[config.mk]
export PLATFORM = sky130hd
export DESIGN_NAME = tx_frame_scheduler
export DESIGN_NICKNAME = d
export VERILOG_FILES = /design/src/rtl/tx_frame_scheduler.sv
export SDC_FILE = /design/constraint.sdc
export NUM_CORES = 1
export LEC_CHECK = 0
export BUFFER_PORTS_ARGS = -buffer_cell sky130_fd_sc_hd__buf_2
export CORE_MARGIN = 2
export CORE_UTILIZATION = 54
export DETAILED_ROUTE_END_ITERATION = 7
export GPL_ROUTABILITY_DRIVEN = 0
export HOLD_SLACK_MARGIN = 0.08
export PLACE_DENSITY = 0.79
export REMOVE_ABC_BUFFERS = 1
export SYNTH_ARGS = -nofsm -noshare
export SYNTH_HDL_FRONTEND = slang
export SYNTH_SLANG_ARGS = --single-unit
[constraint.sdc]
create_clock -name clk -period 2.66 [get_ports clk]
set_clock_uncertainty 0.2 [all_clocks]
set_input_delay 0.266 -clock clk [delete_from_list [all_inputs] [get_ports clk]]
set_output_delay 0.266 -clock clk [all_outputs]
set_load 0.005 [all_outputs]
[src/rtl/tx_frame_scheduler.sv]
// tx_frame_scheduler: sequences SYNC/PILOT/PAYLOAD/GUARD segments and arbitrates data vs beacon frames.
module tx_frame_scheduler #(
  parameter int SYNC_LEN    = 31,
  parameter int PILOT_LEN   = 4,
  parameter int PAYLOAD_LEN = 1024,
  parameter int GUARD_LEN   = 8,
  parameter int CNT_W       = 11
) (
  input  logic             clk,
  input  logic             rst_n,
  input  logic             tx_en,
  input  logic             data_req,
  input  logic             beacon_req,
  output logic [2:0]       seg_sel,
  output logic [CNT_W-1:0] seg_cnt,
  output logic             pay_rd_en,
  output logic             frame_type,
  output logic             frame_start,
  output logic             frame_done,
  output logic             beacon_ovf,
  output logic [15:0]      frame_cnt
);
  typedef enum logic [2:0] {IDLE = 3'd0, SYNC = 3'd1, PILOT = 3'd2, PAYLOAD = 3'd3, GUARD = 3'd4} seg_t;
  seg_t st, st_nxt;
  logic [CNT_W-1:0] cnt, cnt_nxt, cnt_max;
  logic seg_last, grant, grant_beacon, rr_beacon, beacon_pend;
  always_comb begin
    cnt_max = st == SYNC    ? CNT_W'(SYNC_LEN - 1)    :
              st == PILOT   ? CNT_W'(PILOT_LEN - 1)   :
              st == PAYLOAD ? CNT_W'(PAYLOAD_LEN - 1) : CNT_W'(GUARD_LEN - 1);
    seg_last = (st != IDLE) && (cnt == cnt_max);
    grant = (st == IDLE) && tx_en && (data_req || beacon_pend);
    // on a tie rr_beacon says whether the beacon's turn has come
    grant_beacon = grant && beacon_pend && (!data_req || rr_beacon);
  end
  always_ff @(posedge clk or negedge rst_n)
    if (!rst_n) begin
      st  <= IDLE;
      cnt <= '0;
    end else begin
      st  <= st_nxt;
      cnt <= cnt_nxt;
    end
  always_comb begin
    st_nxt = st;
    case (st)
      IDLE:    st_nxt = grant ? SYNC : IDLE;
      SYNC:    st_nxt = seg_last ? PILOT : SYNC;
      PILOT:   st_nxt = seg_last ? (frame_type ? GUARD : PAYLOAD) : PILOT;
      PAYLOAD: st_nxt = seg_last ? GUARD : PAYLOAD;
      GUARD:   st_nxt = seg_last ? IDLE : GUARD;
      default: st_nxt = IDLE;
    endcase
    cnt_nxt = (st == IDLE || seg_last) ? '0 : cnt + 1'b1;
  end
  always_comb begin
    seg_sel     = st;
    seg_cnt     = cnt;
    pay_rd_en   = st == PAYLOAD;
    frame_start = st == SYNC && cnt == '0;
    frame_done  = st == GUARD && seg_last;
  end
  always_ff @(posedge clk or negedge rst_n)
    if (!rst_n) begin
      frame_type  <= 1'b0;
      rr_beacon   <= 1'b0;
      beacon_pend <= 1'b0;
      beacon_ovf  <= 1'b0;
      frame_cnt   <= '0;
    end else begin
      if (grant) begin
        frame_type <= grant_beacon;
        rr_beacon  <= !grant_beacon;
      end
      beacon_pend <= beacon_req || (beacon_pend && !grant_beacon);
      beacon_ovf  <= beacon_ovf || (beacon_req && beacon_pend && !grant_beacon);
      if (frame_done) frame_cnt <= frame_cnt + 16'd1;
    end
endmodule

# [After elaboration in Yosys (flattened, before gate mapping)]
# Cells that the tools add are included.
[word_totals] ff_bits=34 inputBits=5 wordCells=45
[classes] mux=11 addsub=2 n_reduce_logical=20 eq_ne=5
[op_table] operator="$mux W10" n=3
[op_table] operator="$add A16 B1 Y16 const B" n=1
[op_table] operator="$pmux W3 S5" n=1
[op_table] operator="$mux W3" n=4
[op_table] operator="$add A11 B1 Y11 const B" n=1
[op_table] operator="$eq A11 B10 Y1" n=1
[op_table] operator="$logic_not A11 Y1" n=1
[op_table] operator="$mux W11" n=1
[op_table] operator="$logic_and A1 B1 Y1" n=10
[op_table] operator="$eq A3 B2 Y1 const B" n=2
[op_table] operator="$logic_or A1 B1 Y1" n=5
[op_table] operator="$eq A3 B1 Y1 const B" n=1
[op_table] operator="$eq A3 B3 Y1 const B" n=1
[op_table] operator="$logic_not A3 Y1" n=1
[op_table] operator="$reduce_bool A3 Y1" n=1
[op_table] operator="$logic_not A1 Y1" n=2
[op_table] operator="$mux W2" n=1
[op_table] operator="$mux W1" n=1

# [Depth between registers and ports, before layout]
[depth] depth_word=8 ltp_mapped=7

# [Worst setup path after synthesis]
# Ideal clock, no wire load.
[synth_path] path_type="reg2reg" from="register cnt[5] (netlist: seg_cnt[5])" to="register frame_cnt[1]" setup_slack_ns=0.514 period_less_slack_ns=2.146 stages_incl_launch_ff=6 setup_time_ns=0.128 arrival_ns=1.818 t_required_ns=2.332 cell_sequence="dfrtp_1 -> or4_4 -> a21oi_4 -> o21ai_4 -> nor3_4 -> mux2_1"
[synth_via] elab_chain_cells=3
[synth_rtl] element="start: declaration" line_no="25" source="logic [CNT_W-1:0] cnt, cnt_nxt, cnt_max;"
[synth_rtl] element="start signal: assignment" line_no="42" source="cnt <= cnt_nxt;"
[synth_rtl] element="$eq A11 B10 Y1" line_no="31" source="seg_last = (st != IDLE) && (cnt == cnt_max);"
[synth_rtl] element="$logic_and A1 B1 Y1" line_no="31"
[synth_rtl] element="$logic_and A1 B1 Y1" line_no="61" source="frame_done = st == GUARD && seg_last;"
[synth_rtl] element="net frame_done" line_no="19" source="output logic frame_done,"
[synth_rtl] element="end signal: assignment" line_no="77" source="if (frame_done) frame_cnt <= frame_cnt + 16'd1;"
[synth_rtl] element="end: declaration" line_no="21" source="output logic [15:0] frame_cnt"
# The timed path passes the listed nets, and every way through them passes these cells.
# A chain may end at the register's enable or synchronous reset.

# [Final worst setup path]
[layout_path] from="register st[1] (netlist: seg_sel[1])" to="output port frame_done"
[layout_via] elab_chain_cells=7
[layout_rtl] element="start: declaration" line_no="24" source="seg_t st, st_nxt;"
[layout_rtl] element="start signal: assignment" line_no="41" source="st <= st_nxt;"
[layout_rtl] element="$eq A3 B2 Y1" line_no="30" source="st == PAYLOAD ? CNT_W'(PAYLOAD_LEN - 1) : CNT_W'(GUARD_LEN - 1);"
[layout_rtl] element="$mux W10" line_no="30"
[layout_rtl] element="$mux W10" line_no="29" source="st == PILOT ? CNT_W'(PILOT_LEN - 1) :"
[layout_rtl] element="$mux W10" line_no="28" source="cnt_max = st == SYNC ? CNT_W'(SYNC_LEN - 1) :"
[layout_rtl] element="$eq A11 B10 Y1" line_no="31"
[layout_rtl] element="$logic_and A1 B1 Y1" line_no="31"
[layout_rtl] element="$logic_and A1 B1 Y1 (*)" line_no="61"
[layout_rtl] element="end: declaration" line_no="19"
# Every way passes the cells marked *; elsewhere a longest branch is shown, timed or not.

==> flow_metrics.tcl <==
set metrics [dict create \
    status "complete, no violations" \
    worstSetupPathType "reg2out" \
    synthesis.area_um2 1910 \
    die_w_um 63.4 \
    grt_pass1_wl_um 7110 \
    synthAdderAreaFrac_pct 1.97 \
    finalCritPeriodShare_pct 95.0 \
    synth_xor_area_share_pct 10.6 \
    p_int_mw 0.716 \
    hold_depth 3 \
    path_buf_inv 1 \
    rrSetupSlack_ns 0.34 \
    diodes 0 \
    path_clk_slew_ns 0.10 \
    startpoint_type "flip-flop" \
    final_hold_viol_count 0 \
    tightest_slew_ns 0.759 \
    ios 40 \
    ff2ff_path_depth 6 \
    slew_viol_final 0 \
    die_h_um 63.4 \
    drc_errors 0 \
    vias 1554 \
    coreArea_um2 3360 \
    seq_area_frac_synth_pct 44.6 \
    nFillCells 295 \
    hold_end "frame_type" \
    syn2layout_area_growth_pct 20.1 \
    arrival_ns 2.06 \
    crit_chain "nor2b_1, a311oi_2, nand3_4, nor3_4, buf_2" \
    synth_cells 182 \
    clockBufferDepth 2 \
    yosys_register_bits 34 \
    grt_pass1_vias 1514 \
    setup_violations 0 \
    grtUsageTotal_pct 22.5 \
    synth-simple-area-share_pct 28.6 \
    grt_antenna_before_repair 0 \
    regArea_um2 855 \
    ys_types 42 \
    portBuffers 39 \
    peakVddDrop_uv 309 \
    rr_endpoint "frame_cnt[4]" \
    cts_tree "yes" \
    htreeDepth 2 \
    synth_top_area_share_pct 44.6 \
    use_met2_pct 36.8 \
    drt_iter0_drc 58 \
    synth_area_per_cell_um2 10.5 \
    yosys_warnings 0 \
    p_seq_share_pct 57.1 \
    grt.met1_usage_pct 28.4 \
    fmax_mhz 396 \
    hpwl_um 2820 \
    cts_root_buffer "clkbuf_4" \
    rows 21 \
    busiest_layer "met2" \
    synth_top_family_by_area "simple AND/OR/NAND/NOR gates" \
    post-route-min-period_ns 2.53 \
    pre_cts_slack_ns 0.247 \
    slew_headroom_pct 49.4 \
    overflow 0 \
    worstHoldStart "tx_en" \
    layout_setup_ws_ns 0.133 \
    worstReg2RegStart "seg_sel[0]" \
    drt-total-wl_um 4010 \
    die-area_um2 4020 \
    path_max_fanout 8 \
    p_comb_share_pct 1.9 \
    multi_input_area_um2 1000 \
    final_core_util_pct 68.1 \
    synth_area_leaders "dfrtp_1 (45%), xor2_1 (8.7%), nor3_2 (4.7%)" \
    wire_per_inst_um 14.3 \
    p_per_area_nw_per_um2 395 \
    antenna_left 0 \
    grt_use_met3_pct 6.96 \
    viasPerCell 5.55 \
    firstDrtPassIters 4 \
    grt_max_degree 35 \
    endpoint_kind "primary output" \
    start_util_pct 56.7 \
    muxShareOfSynthArea_pct 2.23 \
    clkSinkCount 34 \
    cap_viol_max_count 0 \
    power_switching_share_pct 20.9 \
    insertion_delay_ns 0.34 \
    synth_top_area_cell "dfrtp_1" \
    cts-buffers-inserted 5 \
    max_stage_delay_ns 0.49 \
    leakagePower_nw 1.13 \
    p_switching_mw 0.189 \
    critical_path.top_delay_family "simple AND/OR/NAND/NOR gates" \
    min-delay-path-class "in2reg" \
    drive_above_1_share_pct 34.2 \
    cp_slowest_cell "dfrtp_2" \
    clock_power_share_pct 41.1 \
    synth_compound_area_share_pct 8.79 \
    required_ns 2.19 \
    nNetsFinal 241 \
]
-- stage by stage --
stage                     area (µm²)  hold WS (ns)  setup TNS, ns  total power, mW  cells
after floorplan                 1870        -0.230              0            0.527    177
after global routing            2290         0.168       -0.00934            0.950    280
final                           2290         0.142              0            0.905    280
after CTS                       2250         0.125              0            0.916    276
after detailed placement        2140         0.175              0            0.541    264
after global placement          2140         0.175              0            0.541    264
-- final cells by class --
| class | instances | area share, % |
|---|---|---|
| clock inverter | 3 | 1.75 |
| sequential | 34 | 37.3 |
| multi-input combinational | 137 | 43.7 |
| inverter | 6 | 0.983 |
| tap | 46 | 2.51 |
| clock buffer | 5 | 1.64 |
| timing repair buffer | 49 | 12.1 |
-- worst min-delay path: cells and delay by family --
kind | cells | cell delay [ns]
buffers and inverters | 1 | 0.07
AOI/OAI and AO/OA | 1 | 0.11
and+or+nand+nor | 1 | 0.21
-- registers in the layout (all words and copies together), names as in the netlist --
signal       cells
frame_cnt       16
beacon_ovf       1
beacon_pend      1
seg_cnt         11
rr_beacon        1
frame_type       1
seg_sel          3
-- what timing repair did --
item	4_1_cts	5_1_grt
setup endpoints to repair	1	1
gates cloned	0	0
hold buffers	3	0
hold endpoints to repair	38	0
gates resized for setup	1	3
setup buffers	1	4
pin swaps	1	1
-- worst max-delay path by stage --
stage | end | slack (ns) | depth (start not counted) | from
after global placement | frame_cnt[1] | 0.32 | 5 | seg_sel[0]
after floorplan | frame_cnt[1] | 0.37 | 5 | seg_sel[0]
after global routing | frame_done | -0.009 | 5 | seg_sel[1]
after detailed placement | frame_cnt[1] | 0.25 | 5 | seg_sel[0]
after CTS | frame_done | 0.08 | 5 | seg_sel[1]
final | frame_done | 0.13 | 5 | seg_sel[1]
-- power by group through the flow --
| stage | Combinational, mW | Sequential [mW] | Clock, mW |
|---|---|---|---|
| after floorplan | 0.000345 | 0.527 | 0 |
| after global placement | 0.0140 | 0.527 | 0 |
| after detailed placement | 0.0141 | 0.527 | 0 |
| after CTS | 0.0174 | 0.517 | 0.382 |
| after global routing | 0.0200 | 0.517 | 0.414 |
| final | 0.0169 | 0.516 | 0.372 |
-- Yosys cell counts --
| master | number |
|---|---|
| nand2_1 | 11 |
| nor3b_2 | 2 |
| a21oi_4 | 1 |
| o21ai_0 | 4 |
| or2_2 | 1 |
| a311oi_2 | 1 |
| nor4_2 | 4 |
| nand3_4 | 1 |
| nand3b_1 | 1 |
| o21ai_4 | 1 |
| buf_6 | 2 |
| dfrtp_1 | 34 |
| nor2_1 | 14 |
| nor3_4 | 1 |
| a21o_1 | 2 |
| ha_1 | 3 |
| and2_1 | 3 |
| or3_1 | 2 |
| nor2b_1 | 1 |
| a21oi_1 | 4 |
| inv_1 | 6 |
| o211ai_1 | 1 |
| xnor2_1 | 4 |
| mux2_2 | 1 |
| o21ai_1 | 1 |
| mux2i_1 | 2 |
| and3_1 | 9 |
| nor3_1 | 4 |
| nor3_2 | 9 |
| o21a_1 | 1 |
| buf_4 | 1 |
| clkbuf_2 | 1 |
| xor2_1 | 19 |
| nand4_1 | 5 |
| clkbuf_1 | 1 |
| a31oi_1 | 3 |
| mux2_1 | 1 |
| a31o_1 | 2 |
| or4_4 | 1 |
| a211o_1 | 1 |
| nand2b_1 | 2 |
| nand3_1 | 14 |
-- cells by family after synthesis --
family	after synthesis
xor gates and xnor gates	23
DFF	34
AOI/OAI and AO/OA	22
muxes	4
adders and majority gates	3
buffers and inverters	11
and+or+nand+nor	85
-- routing by layer --
layer  up-vias  share of wire (%)  wire length [µm]
met2        42                 50              1980
met3         8                5.1               203
li1        745                  -                 -
met4         0                1.4                57
met5         -                  0                 0
met1       759                 44              1760
-- placed cells by master, fill, tap and decap left out, types with 3 or more instances in the layout --
cell type,instances
a21oi_1,4
a31oi_1,3
and2_1,3
and3_1,9
buf_2,39
buf_4,7
clkbuf_4,5
dfrtp_1,31
dfrtp_2,3
dlygate4sd3_1,3
ha_1,3
inv_1,6
nand2_1,11
nand3_1,14
nand4_1,5
nor2_1,14
nor3_1,4
nor3_2,9
nor4_2,4
o21ai_0,4
xnor2_1,4
xor2_1,19
Power figures use the tool's default switching activity.
